**src/rtl/uart_pkg.sv**
```systemverilog
// ----------------------------------------------------------------------------
// uart_pkg
// Shared constants, FSM state type and baud divider helper for the UART
// receive path. The transmitter can reuse the same divider function.
// Contents:
//   SYS_CLK_HZ          system clock frequency (Hz)
//   DEFAULT_BAUD        default line rate (Bd)
//   DEFAULT_OVERSAMPLE  default samples per bit
//   rx_state_t          receiver FSM states
//   calc_div()          clocks per oversample tick (integer truncation)
// ----------------------------------------------------------------------------
package uart_pkg;

    localparam int SYS_CLK_HZ         = 100_000_000;
    localparam int DEFAULT_BAUD       = 9600;
    localparam int DEFAULT_OVERSAMPLE = 16;

    typedef enum logic [2:0] {
        ST_IDLE   = 3'd0,
        ST_START  = 3'd1,
        ST_DATA   = 3'd2,
        ST_PARITY = 3'd3,
        ST_STOP   = 3'd4
    } rx_state_t;

    function automatic int calc_div(input int sys_clk, input int baud, input int oversample);
        return sys_clk / (baud * oversample);
    endfunction

endpackage

```
**src/rtl/uart_rx_if.sv**
```systemverilog
// ----------------------------------------------------------------------------
// uart_rx_if
// Serial line plus received-byte outputs of the UART receiver.
//   rx          serial line, idle high (driven by master)
//   data_out    last good byte
//   data_valid  one-cycle pulse, data_out valid
//   frame_err   one-cycle pulse, stop bit sampled low
//   busy        receiver not idle
//   parity_err  one-cycle pulse, only when UART_RX_PARITY_EN is defined
// Modports: master = line driver / byte consumer, slave = receiver.
// ----------------------------------------------------------------------------
interface uart_rx_if #(
    parameter int DATA_BITS = 8
);
    logic                 rx;
    logic [DATA_BITS-1:0] data_out;
    logic                 data_valid;
    logic                 frame_err;
    logic                 busy;
`ifdef UART_RX_PARITY_EN
    logic                 parity_err;

    modport master (output rx, input data_out, data_valid, frame_err, busy, parity_err);
    modport slave  (input rx, output data_out, data_valid, frame_err, busy, parity_err);
`else
    modport master (output rx, input data_out, data_valid, frame_err, busy);
    modport slave  (input rx, output data_out, data_valid, frame_err, busy);
`endif
endinterface

```
**src/rtl/uart_baud_tick.sv**
```systemverilog
// ----------------------------------------------------------------------------
// uart_baud_tick
// Free-running oversample tick generator: counts 0..DIV-1 and pulses tick_o
// for one cycle while the count equals DIV-1. clr_i restarts the count at 0
// so the tick phase can be aligned to an external event (e.g. a start edge).
// Ports:
//   clk     system clock
//   rst     asynchronous active-high reset
//   clr_i   synchronous counter clear
//   tick_o  one-cycle tick every DIV clocks
// ----------------------------------------------------------------------------
module uart_baud_tick #(
    parameter int DIV = 651
) (
    input  logic clk,
    input  logic rst,
    input  logic clr_i,
    output logic tick_o
);
    localparam int            CW   = (DIV > 1) ? $clog2(DIV) : 1;
    localparam logic [CW-1:0] LAST = CW'(DIV - 1);

    logic [CW-1:0] cnt_q;
    logic [CW-1:0] cnt_d;

    always_comb begin
        cnt_d = cnt_q + 1'b1;
        if (clr_i || (cnt_q == LAST)) begin
            cnt_d = '0;
        end
    end

    always_ff @(posedge clk or posedge rst) begin
        if (rst) begin
            cnt_q <= '0;
        end else begin
            cnt_q <= cnt_d;
        end
    end

    assign tick_o = (cnt_q == LAST);

endmodule

```
**src/rtl/uart_rx.sv**
```systemverilog
// ----------------------------------------------------------------------------
// uart_rx
// UART receiver, 8N1 by default. Double-synchronises rx, aligns a 16x
// oversample tick to the start edge, validates the start bit at mid-bit,
// samples data bits LSB first at mid-bit and checks the stop bit. A good
// frame updates data_out with a one-cycle data_valid pulse; a low stop bit
// gives a one-cycle frame_err pulse and leaves data_out untouched.
// Optional build macro: UART_RX_PARITY_EN adds an even parity bit between
// data and stop, plus the parity_err pulse (data_out still updated,
// data_valid suppressed on a parity error).
// Ports:
//   clk   system clock
//   rst   asynchronous active-high reset
//   bus   uart_rx_if.slave (rx in; data_out, data_valid, frame_err, busy
//         [, parity_err] out)
// ----------------------------------------------------------------------------
module uart_rx
    import uart_pkg::*;
#(
    parameter int SYS_CLK    = SYS_CLK_HZ,
    parameter int BAUD       = DEFAULT_BAUD,
    parameter int OVERSAMPLE = DEFAULT_OVERSAMPLE,
    parameter int DATA_BITS  = 8
) (
    input logic     clk,
    input logic     rst,
    uart_rx_if.slave bus
);
    localparam int DIV = calc_div(SYS_CLK, BAUD, OVERSAMPLE);
    localparam int SW  = $clog2(OVERSAMPLE);
    localparam int BW  = (DATA_BITS > 1) ? $clog2(DATA_BITS) : 1;

    localparam logic [SW-1:0] HALF_M1  = SW'(OVERSAMPLE / 2 - 1);
    localparam logic [SW-1:0] FULL_M1  = SW'(OVERSAMPLE - 1);
    localparam logic [BW-1:0] LAST_BIT = BW'(DATA_BITS - 1);

`ifdef UART_RX_PARITY_EN
    localparam rx_state_t AFTER_DATA = ST_PARITY;
`else
    localparam rx_state_t AFTER_DATA = ST_STOP;
`endif

    // Two-flop synchroniser, both stages reset to the idle line level.
    logic rx_meta_q;
    logic rx_s_q;

    always_ff @(posedge clk or posedge rst) begin
        if (rst) begin
            rx_meta_q <= 1'b1;
            rx_s_q    <= 1'b1;
        end else begin
            rx_meta_q <= bus.rx;
            rx_s_q    <= rx_meta_q;
        end
    end

    logic tick;
    logic tick_clr;

    uart_baud_tick #(.DIV(DIV)) u_tick (
        .clk    (clk),
        .rst    (rst),
        .clr_i  (tick_clr),
        .tick_o (tick)
    );

    rx_state_t            state_q,      state_d;
    logic [SW-1:0]        s_cnt_q,      s_cnt_d;
    logic [BW-1:0]        bit_idx_q,    bit_idx_d;
    logic [DATA_BITS-1:0] shift_q,      shift_d;
    logic [DATA_BITS-1:0] data_out_q,   data_out_d;
    logic                 data_valid_q, data_valid_d;
    logic                 frame_err_q,  frame_err_d;
`ifdef UART_RX_PARITY_EN
    logic                 par_bit_q,    par_bit_d;
    logic                 parity_err_q, parity_err_d;
`endif

    always_comb begin
        state_d      = state_q;
        s_cnt_d      = s_cnt_q;
        bit_idx_d    = bit_idx_q;
        shift_d      = shift_q;
        data_out_d   = data_out_q;
        data_valid_d = 1'b0;
        frame_err_d  = 1'b0;
        tick_clr     = 1'b0;
`ifdef UART_RX_PARITY_EN
        par_bit_d    = par_bit_q;
        parity_err_d = 1'b0;
`endif
        case (state_q)
            ST_IDLE: begin
                // Restart the tick counter on the start edge so every later
                // sample lands at mid-bit.
                if (!rx_s_q) begin
                    state_d  = ST_START;
                    tick_clr = 1'b1;
                    s_cnt_d  = '0;
                end
            end
            ST_START: begin
                if (tick) begin
                    if (s_cnt_q == HALF_M1) begin
                        s_cnt_d = '0;
                        if (rx_s_q) begin
                            state_d = ST_IDLE;      // glitch, not a real start
                        end else begin
                            state_d   = ST_DATA;
                            bit_idx_d = '0;
                        end
                    end else begin
                        s_cnt_d = s_cnt_q + 1'b1;
                    end
                end
            end
            ST_DATA: begin
                if (tick) begin
                    if (s_cnt_q == FULL_M1) begin
                        s_cnt_d = '0;
                        shift_d = {rx_s_q, shift_q[DATA_BITS-1:1]};
                        if (bit_idx_q == LAST_BIT) begin
                            state_d = AFTER_DATA;
                        end else begin
                            bit_idx_d = bit_idx_q + 1'b1;
                        end
                    end else begin
                        s_cnt_d = s_cnt_q + 1'b1;
                    end
                end
            end
`ifdef UART_RX_PARITY_EN
            ST_PARITY: begin
                if (tick) begin
                    if (s_cnt_q == FULL_M1) begin
                        s_cnt_d   = '0;
                        par_bit_d = rx_s_q;
                        state_d   = ST_STOP;
                    end else begin
                        s_cnt_d = s_cnt_q + 1'b1;
                    end
                end
            end
`endif
            ST_STOP: begin
                // Leave at mid-stop-bit so a back-to-back start edge is seen.
                if (tick) begin
                    if (s_cnt_q == FULL_M1) begin
                        s_cnt_d = '0;
                        state_d = ST_IDLE;
                        if (rx_s_q) begin
                            data_out_d = shift_q;
`ifdef UART_RX_PARITY_EN
                            if ((^shift_q) ^ par_bit_q) begin
                                parity_err_d = 1'b1;
                            end else begin
                                data_valid_d = 1'b1;
                            end
`else
                            data_valid_d = 1'b1;
`endif
                        end else begin
                            frame_err_d = 1'b1;
                        end
                    end else begin
                        s_cnt_d = s_cnt_q + 1'b1;
                    end
                end
            end
            default: begin
                state_d = ST_IDLE;
            end
        endcase
    end

    always_ff @(posedge clk or posedge rst) begin
        if (rst) begin
            state_q      <= ST_IDLE;
            s_cnt_q      <= '0;
            bit_idx_q    <= '0;
            shift_q      <= '0;
            data_out_q   <= '0;
            data_valid_q <= 1'b0;
            frame_err_q  <= 1'b0;
`ifdef UART_RX_PARITY_EN
            par_bit_q    <= 1'b0;
            parity_err_q <= 1'b0;
`endif
        end else begin
            state_q      <= state_d;
            s_cnt_q      <= s_cnt_d;
            bit_idx_q    <= bit_idx_d;
            shift_q      <= shift_d;
            data_out_q   <= data_out_d;
            data_valid_q <= data_valid_d;
            frame_err_q  <= frame_err_d;
`ifdef UART_RX_PARITY_EN
            par_bit_q    <= par_bit_d;
            parity_err_q <= parity_err_d;
`endif
        end
    end

    assign bus.data_out   = data_out_q;
    assign bus.data_valid = data_valid_q;
    assign bus.frame_err  = frame_err_q;
    assign bus.busy       = (state_q != ST_IDLE);
`ifdef UART_RX_PARITY_EN
    assign bus.parity_err = parity_err_q;
`endif

endmodule
```
**src/flat_wrapper.sv**
```systemverilog
// flat-port wrapper written by rule: the top's interface ports become plain ports
module uart_rx_flat import uart_pkg::*;
#(
    parameter int SYS_CLK    = SYS_CLK_HZ,
    parameter int BAUD       = DEFAULT_BAUD,
    parameter int OVERSAMPLE = DEFAULT_OVERSAMPLE,
    parameter int DATA_BITS  = 8
)
  (clk, rst, bus_rx, bus_data_out, bus_data_valid, bus_frame_err, bus_busy);
  uart_rx_if #(.DATA_BITS(DATA_BITS)) bus_i ();
  input logic clk;
  input logic rst;
  input wire logic [$bits(bus_i.rx)-1:0] bus_rx;
  output wire logic [$bits(bus_i.data_out)-1:0] bus_data_out;
  output wire logic [$bits(bus_i.data_valid)-1:0] bus_data_valid;
  output wire logic [$bits(bus_i.frame_err)-1:0] bus_frame_err;
  output wire logic [$bits(bus_i.busy)-1:0] bus_busy;
  assign bus_i.rx = bus_rx;
  assign bus_data_out = bus_i.data_out;
  assign bus_data_valid = bus_i.data_valid;
  assign bus_frame_err = bus_i.frame_err;
  assign bus_busy = bus_i.busy;
  uart_rx #(.SYS_CLK(SYS_CLK), .BAUD(BAUD), .OVERSAMPLE(OVERSAMPLE), .DATA_BITS(DATA_BITS)) u_core (.clk(clk), .rst(rst), .bus(bus_i));
endmodule
```
**config.mk**
```make
export PLATFORM = sky130hd
export DESIGN_NAME = uart_rx_flat
export DESIGN_NICKNAME = d
export VERILOG_FILES = /design/src/rtl/uart_pkg.sv /design/src/rtl/uart_rx_if.sv /design/src/rtl/uart_baud_tick.sv /design/src/rtl/uart_rx.sv /design/src/flat_wrapper.sv
export SDC_FILE = /design/constraint.sdc
export NUM_CORES = 1
export LEC_CHECK = 0
export CAP_MARGIN = 20
export CORE_ASPECT_RATIO = 1.4
export CORE_MARGIN = 2
export CORE_UTILIZATION = 50
export DETAILED_ROUTE_END_ITERATION = 10
export PLACE_DENSITY = 0.7
export SYNTH_ARGS = -nofsm -noshare
export SYNTH_HDL_FRONTEND = slang
export SYNTH_HIERARCHICAL = 1
export SYNTH_SLANG_ARGS = --single-unit
```
**constraint.sdc**
```tcl
create_clock -name clk -period 2.8 [get_ports clk]
set_input_delay 0.84 -clock clk [delete_from_list [all_inputs] [get_ports clk]]
set_output_delay 0.84 -clock clk [all_outputs]
set_load 0.01 [all_outputs]
```
==> summary.log, run 1 <==
[synthesis] post-synth top area share 0.4807
[die] y dimension of the die 78.43 µm
[sta] setup repair after global routing missed its margin no
[final_layout] ANT cells 0
[synthesis] number of nets produced by synthesis 178
[global_routing] GRT overflow 0
[route] Iter 0 DRT Violations 37
[worst_setup_path] CP Buf/Inv Count 2
[sta] total negative slack for setup checks 0 ns
[route] final wirelength 3.491 mm
[power] Static Leakage 0.001022 µW
[sta] final slew viol count 0
[synthesis] cell type with the highest aggregate area in the netlist dfrtp_1
[route] total number of vias 1330
[final_layout] Post-Layout Cell Count 232
[worst_setup_path] cell type of the slowest stage on the worst timing path dfrtp_1
[clock_tree] buffer cell driving the clock tree root clkbuf_8
[route] drt drc 0
[final_layout] area used by multi-input combinational logic 895.9 µm²
[final_layout] layout cells sized above 1 0.2434
[outcome] result of the run finished clean
[global_routing] number of global-route vias before repair 1412
[clock_tree] number of buffers between clock root and the deepest sink 2
[route] detailed-route vias per instance 5.733
[die] Ports 14
[clock_tree] Sink Count 40
[clock_tree] hold bufs inserted after CTS 0
[die] initial core utilization 0.5136
[power] worst IR drop on VDD 383.9 µV
[clock_tree] depth of the CTS H-tree 2
[sta] crit share post-route 0.9137
[synthesis] largest cells by area after synthesis dfrtp_1 48%, mux2_2 9.1%, ha_1 3.2%
[final_layout] Layout fillers 352
[worst_setup_path] largest driver fanout on the critical path 14
[sta] worst relative slew slack 0.6478
[final_layout] synthesis-to-finish area growth 14.10%
[clock_tree] clock latency reported for the late side of the worst-skew pair 0.29 ns
[die] area of the die 4483 µm²
[route] routed wire length per instance 15.05 µm
[worst_setup_path] sort of element at the end of the critical path output port
[worst_setup_path] endpoint required time on the critical path 1.96 ns
[sta] smallest setup slack after layout 0.2415 ns
[route] iteration count of the initial detailed-routing pass 4
[clock_tree] buffer count from post-CTS setup fixing 0
[die] Core Region 3851 µm²
[clock_tree] clock tree from TritonCTS built
[global_routing] gr usage total 0.1831
[global_routing] maximum number of pins on one net before global-route repair 31
[placed_design] Post-DP HPWL 2.595 mm
[global_routing] first-pass GRT wire length 6.251 mm
[placed_design] pre-CTS worst setup slack 0.5461 ns
[placed_design] GP Congestion 0.7690
[synthesis] cell area after synthesis 1978 µm²
[synthesis] cells after synthesis 170
[placed_design] number of buffer cells added on primary ports 13
[synthesis] mean instance size in the synthesized netlist 11.64 µm²
[synthesis] number of different library cells in the post-synthesis netlist 47
[sta] Final min period 2.558 ns
[synthesis] count of flip-flops with a built-in enable after synthesis 0
[route] remaining number of nets flagged by the antenna check after routing 0
[sta] count of final hold-check violations 0
[flow_run] number of max-capacitance violations reported 0
[synthesis] prevailing post-synth register cell dfrtp_1
[sta] Final Setup Violations 0
[worst_setup_path] minimum setup slack among reg-to-reg paths 0.57 ns
[clock_tree] Inserted Clock Buffers 5
[synthesis] most frequently used cell type in the post-synthesis netlist dfrtp_1
[worst_setup_path] Critical Path Source Type register
[placed_design] Cells after DPL 224
[final_layout] total number of nets in the final design 196
[power] Power Dens Cells 483.5 nW/µm²
[sta] transition time at the pin with the least slew margin 0.5236 ns
[worst_setup_path] list of cells traversed by the critical path inv_1 -> nand2_1 -> clkdlybuf4s50_1
[global_routing] antenna violations before repair 0
[min_path] worst min-delay path category register to register
[die] chip width 57.16 µm
[worst_setup_path] crit-path max cell delay 0.65 ns
[sta] highest clock rate 390.9 MHz
[die] row count 27
[synthesis] cell types with the highest counts after synthesis 38 x dfrtp_1, 16 x mux2_2, 14 x nor2_1, 10 x inv_1, 9 x nand2_1
[sta] worst clock skew 0.004499 ns
[clock_tree] cts repair resizes 0
[synthesis] share of synthesized area occupied by flip-flops and latches 0.5073
[synthesis] yosys warns 6
[worst_setup_path] worst setup path category register to output port
[clock_tree] CTS clock-pin slew for the worst setup and hold paths 0.07 ns
[worst_setup_path] WP data arrival 1.72 ns
[synthesis] register bit count reported by yosys 40
[final_layout] footprint of the flip-flops and latches 1003 µm²
[synthesis] ys async rst share 1.000
[worst_setup_path] critical path's top delay family buffers and inverters
==> sequential cells by signal, indices dropped and copies added, names as in the netlist <==
signal,flops
u_core/bus.data_valid,1
u_core/bit_idx_q,3
u_core/state_q,3
u_core/shift_q,8
u_core/bus.frame_err,1
u_core/u_tick/cnt_q,10
u_core/rx_meta_q,1
u_core/bus.data_out,8
u_core/rx_s_q,1
u_core/s_cnt_q,4
==> per-stage QoR <==
step | power [µW] | util | cell area, µm² | hold slack (ns)
final | 1091 | 0.5861 | 2257 | 0.3601
after global routing | 1130 | 0.5861 | 2257 | 0.3716
after CTS | 1106 | 0.5861 | 2257 | 0.3597
after detailed placement | 612.3 | 0.5546 | 2136 | 0.3490
after global placement | 611.1 | 0.5546 | 2136 | 0.3454
after floorplan | 603.5 | - | 1978 | 0.3452
==> final timing paths <==
kind | cells after the start | startpoint | to
max | 3 | u_core/state_q[2] | bus_busy
min | 0 | u_core/rx_meta_q | u_core/rx_s_q
max reg2reg | 8 | u_core/u_tick/cnt_q[0] | u_core/shift_q[3]
min reg2reg | 0 | u_core/rx_meta_q | u_core/rx_s_q
max in group asynchronous | 3 | rst | u_core/rx_s_q
min in group asynchronous | 2 | rst | u_core/u_tick/cnt_q[6]
==> cell usage in the layout, fill, tap and decap left out, types with 5 or more instances in the layout <==
cell / count
a21oi_1: 7
clkbuf_8: 6
clkdlybuf4s50_1: 13
dfrtp_1: 38
ha_1: 5
inv_1: 10
mux2_2: 16
nand2_1: 9
nand3_1: 5
nand4_1: 5
nor2_1: 14
o21ai_0: 8
==> final cells by class <==
class	instances	area share
flip-flops and latches	40	0.4446
multi-input cells	116	0.3969
repair buffers	15	0.06430
clock buffers	6	0.03659
well taps	43	0.02384
clock inverters	2	0.01718
inverters	10	0.01663
==> layer usage <==
layer  GRT usage  vias up  wire length [µm]
li1            -      642                 -
met1      0.2063      658              1371
met2      0.3161       22              1930
met3     0.04778        8               101
met4     0.08837        0                88
met5           0        -                 0
==> logic make-up (layout without fill, tap and decap cells) <==
kind of cell	Yosys count	in the layout	synth area share
and+or+nand+nor	56	56	0.1752
AOI/OAI and AO/OA	32	32	0.1195
xor gates and xnor gates	4	4	0.01771
DFF	40	40	0.5073
buffers and inverters	14	33	0.03985
muxes	19	19	0.1088
adders and majority gates	5	5	0.03163
==> power breakdown <==
| group | total, µW | internal (µW) | switching [µW] |
|---|---|---|---|
| sequential | 582 | 580 | 1.69 |
| clock | 491 | 291 | 200 |
| combinational | 18.4 | 4.72 | 13.7 |
| total | 1090 | 876 | 216 |
(Power assumes the default switching activity.)
==> run 2, diff against run 1 <==
--- a/config.mk
+++ b/config.mk
@@ -10,6 +10,7 @@
 export CORE_MARGIN = 2
 export CORE_UTILIZATION = 50
 export DETAILED_ROUTE_END_ITERATION = 10
+export MAX_ROUTING_LAYER = met4
 export PLACE_DENSITY = 0.7
 export SYNTH_ARGS = -nofsm -noshare
 export SYNTH_HDL_FRONTEND = slang
==> run 2 against run 1 <==
  * Global-route usage grew 0.084 points
  * Largest power group unchanged
  * Flip-flop and latch count is the same
  * Die area is the same
  * Clock power grew 12%
  * Utilization grew 0.29 points
  * Design area grew 0.50%
  * Critical path type unchanged
  * Routed wire length grew 4.0%
  * Sequential power is essentially flat
==> summary.log, run 2 (same netlist as run 1, synthesis figures left out) <==
[power] Clock power frac 0.478
[sta] Final min period 2.587 ns
[clock_tree] cts repair resizes 0
[die] Ports 14
[final_layout] layout cells sized above 1 0.2381
[global_routing] met1 usage in global routing 0.2043
[clock_tree] Sink Count 40
[worst_setup_path] largest driver fanout on the critical path 15
[clock_tree] depth of the CTS H-tree 2
[power] power spent charging and discharging nets 209.1 µW
[sta] worst relative slew slack 0.6276
[min_path] hold wc startpoint u_core/rx_meta_q
[route] remaining number of nets flagged by the antenna check after routing 0
[flow_run] number of max-capacitance violations reported 0
[route] drt drc 0
[worst_setup_path] Worst Reg2Reg Path Length in Cells 9
[die] area of the die 4483 µm²
[min_path] Worst Hold Endpoint u_core/rx_s_q
[power] sw frac 0.1818
[die] initial core utilization 0.5136
[route] detailed-route vias per instance 5.819
[clock_tree] hold bufs inserted after CTS 0
[power] Pint 940.8 µW
[worst_setup_path] WP data arrival 1.75 ns
[die] chip width 57.16 µm
[route] total number of vias 1350
[sta] worst clock skew 0.01004 ns
[placed_design] Post-DP HPWL 2.692 mm
[die] row count 27
[route] iteration count of the initial detailed-routing pass 4
[worst_setup_path] endpoint required time on the critical path 1.96 ns
[power] worst IR drop on VDD 418.0 µV
[worst_setup_path] minimum setup slack among reg-to-reg paths 0.50 ns
[clock_tree] number of buffers between clock root and the deepest sink 2
[route] routed wire length per instance 15.64 µm
[worst_setup_path] terminus of the critical flop-to-flop path u_core/s_cnt_q[3]
[placed_design] number of buffer cells added on primary ports 13
[sta] transition time at the pin with the least slew margin 0.5536 ns
[final_layout] most frequent cells in the layout 38 x dfrtp_1, 16 x mux2_2, 14 x nor2_1
[sta] Final Setup Violations 0
[final_layout] synthesis-to-finish area growth 14.67%
[global_routing] met2 Resource Use GR 0.3023
[clock_tree] buffer count from post-CTS setup fixing 0
[sta] setup repair after global routing missed its margin no
[global_routing] met3 Usage GRT 0.04778
[power] register share of total power 0.506
[sta] final slew viol count 0
[die] y dimension of the die 78.43 µm
[clock_tree] CTS clock-pin slew for the worst setup and hold paths 0.08 ns
[sta] highest clock rate 386.5 MHz
[power] Power Dens Cells 506.9 nW/µm²
[power] portion of total power attributed to combinational logic 0.016
[final_layout] ANT cells 0
[final_layout] total number of nets in the final design 196
[final_layout] max reg flops 10
[worst_setup_path] Critical Path Source Type register
[final_layout] Layout fillers 308
[power] Static Leakage 0.001026 µW
[placed_design] pre-CTS worst setup slack 0.5072 ns
[die] Core Region 3851 µm²
[sta] smallest setup slack after layout 0.2126 ns
[final_layout] most common library cell in the layout ignoring fill and taps dfrtp_1
[global_routing] layer carrying the most global-route usage met2
[clock_tree] Inserted Clock Buffers 5
[worst_setup_path] worst r2r src u_core/u_tick/cnt_q[0]
[global_routing] antenna violations before repair 0
[min_path] count of cells along the worst hold path 0
[global_routing] gr usage total 0.1839
[final_layout] Top reg by flops u_core/u_tick/cnt_q
[route] final wirelength 3.629 mm
[clock_tree] clock tree from TritonCTS built
[route] Iter 0 DRT Violations 55
[clock_tree] clock latency reported for the late side of the worst-skew pair 0.29 ns
[global_routing] first-pass GRT wire length 6.168 mm
[clock_tree] buffer cell driving the clock tree root clkbuf_8
[sta] count of final hold-check violations 0
[global_routing] maximum number of pins on one net before global-route repair 31
[worst_setup_path] worst setup path category register to output port
[worst_setup_path] sort of element at the end of the critical path output port
[placed_design] GP Congestion 0.8578
[sta] crit share post-route 0.9241
[final_layout] Util after Layout 0.5890
[global_routing] number of global-route vias before repair 1373
[sta] total negative slack for setup checks 0 ns
[global_routing] GRT overflow 0
[min_path] worst min-delay path category register to register
[outcome] result of the run finished clean
[run 2: cell types whose count changed in the layout (fill, tap and decap cells not counted)]
| cell | delta |
|---|---|
| bufinv_16 | +1 |
| clkbuf_1 | +1 |
| clkbuf_8 | -1 |
| clkinv_4 | -1 |
[run 2: critical path, cell delays in order, from the launching register on]
cell,delay [ns]
dfrtp_1,0.64
nor2_1,0.14
nand2_1,0.14
clkdlybuf4s50_1,0.54
[run 2: worst max path at each step]
stage | slack (ns) | startpoint | end | cells past startpoint
2_1_floorplan | 0.55 | u_core/u_tick/cnt_q[2] | u_core/state_q[0] | 7
3_3_place_gp | 0.61 | u_core/state_q[2] | bus_busy | 3
3_5_place_dp | 0.51 | u_core/u_tick/cnt_q[0] | u_core/s_cnt_q[3] | 10
4_1_cts | 0.24 | u_core/state_q[2] | bus_busy | 3
5_1_grt | 0.12 | u_core/state_q[1] | bus_busy | 3
6_report | 0.21 | u_core/state_q[1] | bus_busy | 3
[run 2: power by group through the flow]
stage	Clock [µW]	Sequential, µW	Combinational (µW)
3_3_place_gp	0	593	18.3
2_1_floorplan	0	592	11.3
5_1_grt	593	582	21.4
6_report	550	582	18.0
4_1_cts	566	582	19.1
3_5_place_dp	0	593	19.0
[run 2: through the flow]
step | hold slack, ns | total power (µW) | instances | cell area [µm²]
2_1_floorplan | 0.3452 | 603.5 | 170 | 1978
3_3_place_gp | 0.3476 | 611.2 | 224 | 2136
3_5_place_dp | 0.3512 | 612.0 | 224 | 2136
4_1_cts | 0.3622 | 1167 | 232 | 2268
5_1_grt | 0.3758 | 1197 | 232 | 2268
6_report | 0.3625 | 1150 | 232 | 2268
[run 2: cell type report]
class,instances,area [µm²],area share
flip-flops and latches,40,1003,0.4424
inverters,10,37.54,0.01655
multi-input cells,116,895.9,0.3949
well taps,43,53.80,0.02372
clock buffers,6,72.57,0.03199
clock inverters,2,60.06,0.02648
repair buffers,15,145.1,0.06398
[run 2: per-layer routing]
| layer | vias up | share of wire |
|---|---|---|
| met3 | 8 | 0.035 |
| li1 | 646 | - |
| met2 | 30 | 0.54 |
| met5 | - | 0 |
| met1 | 666 | 0.40 |
| met4 | 0 | 0.026 |
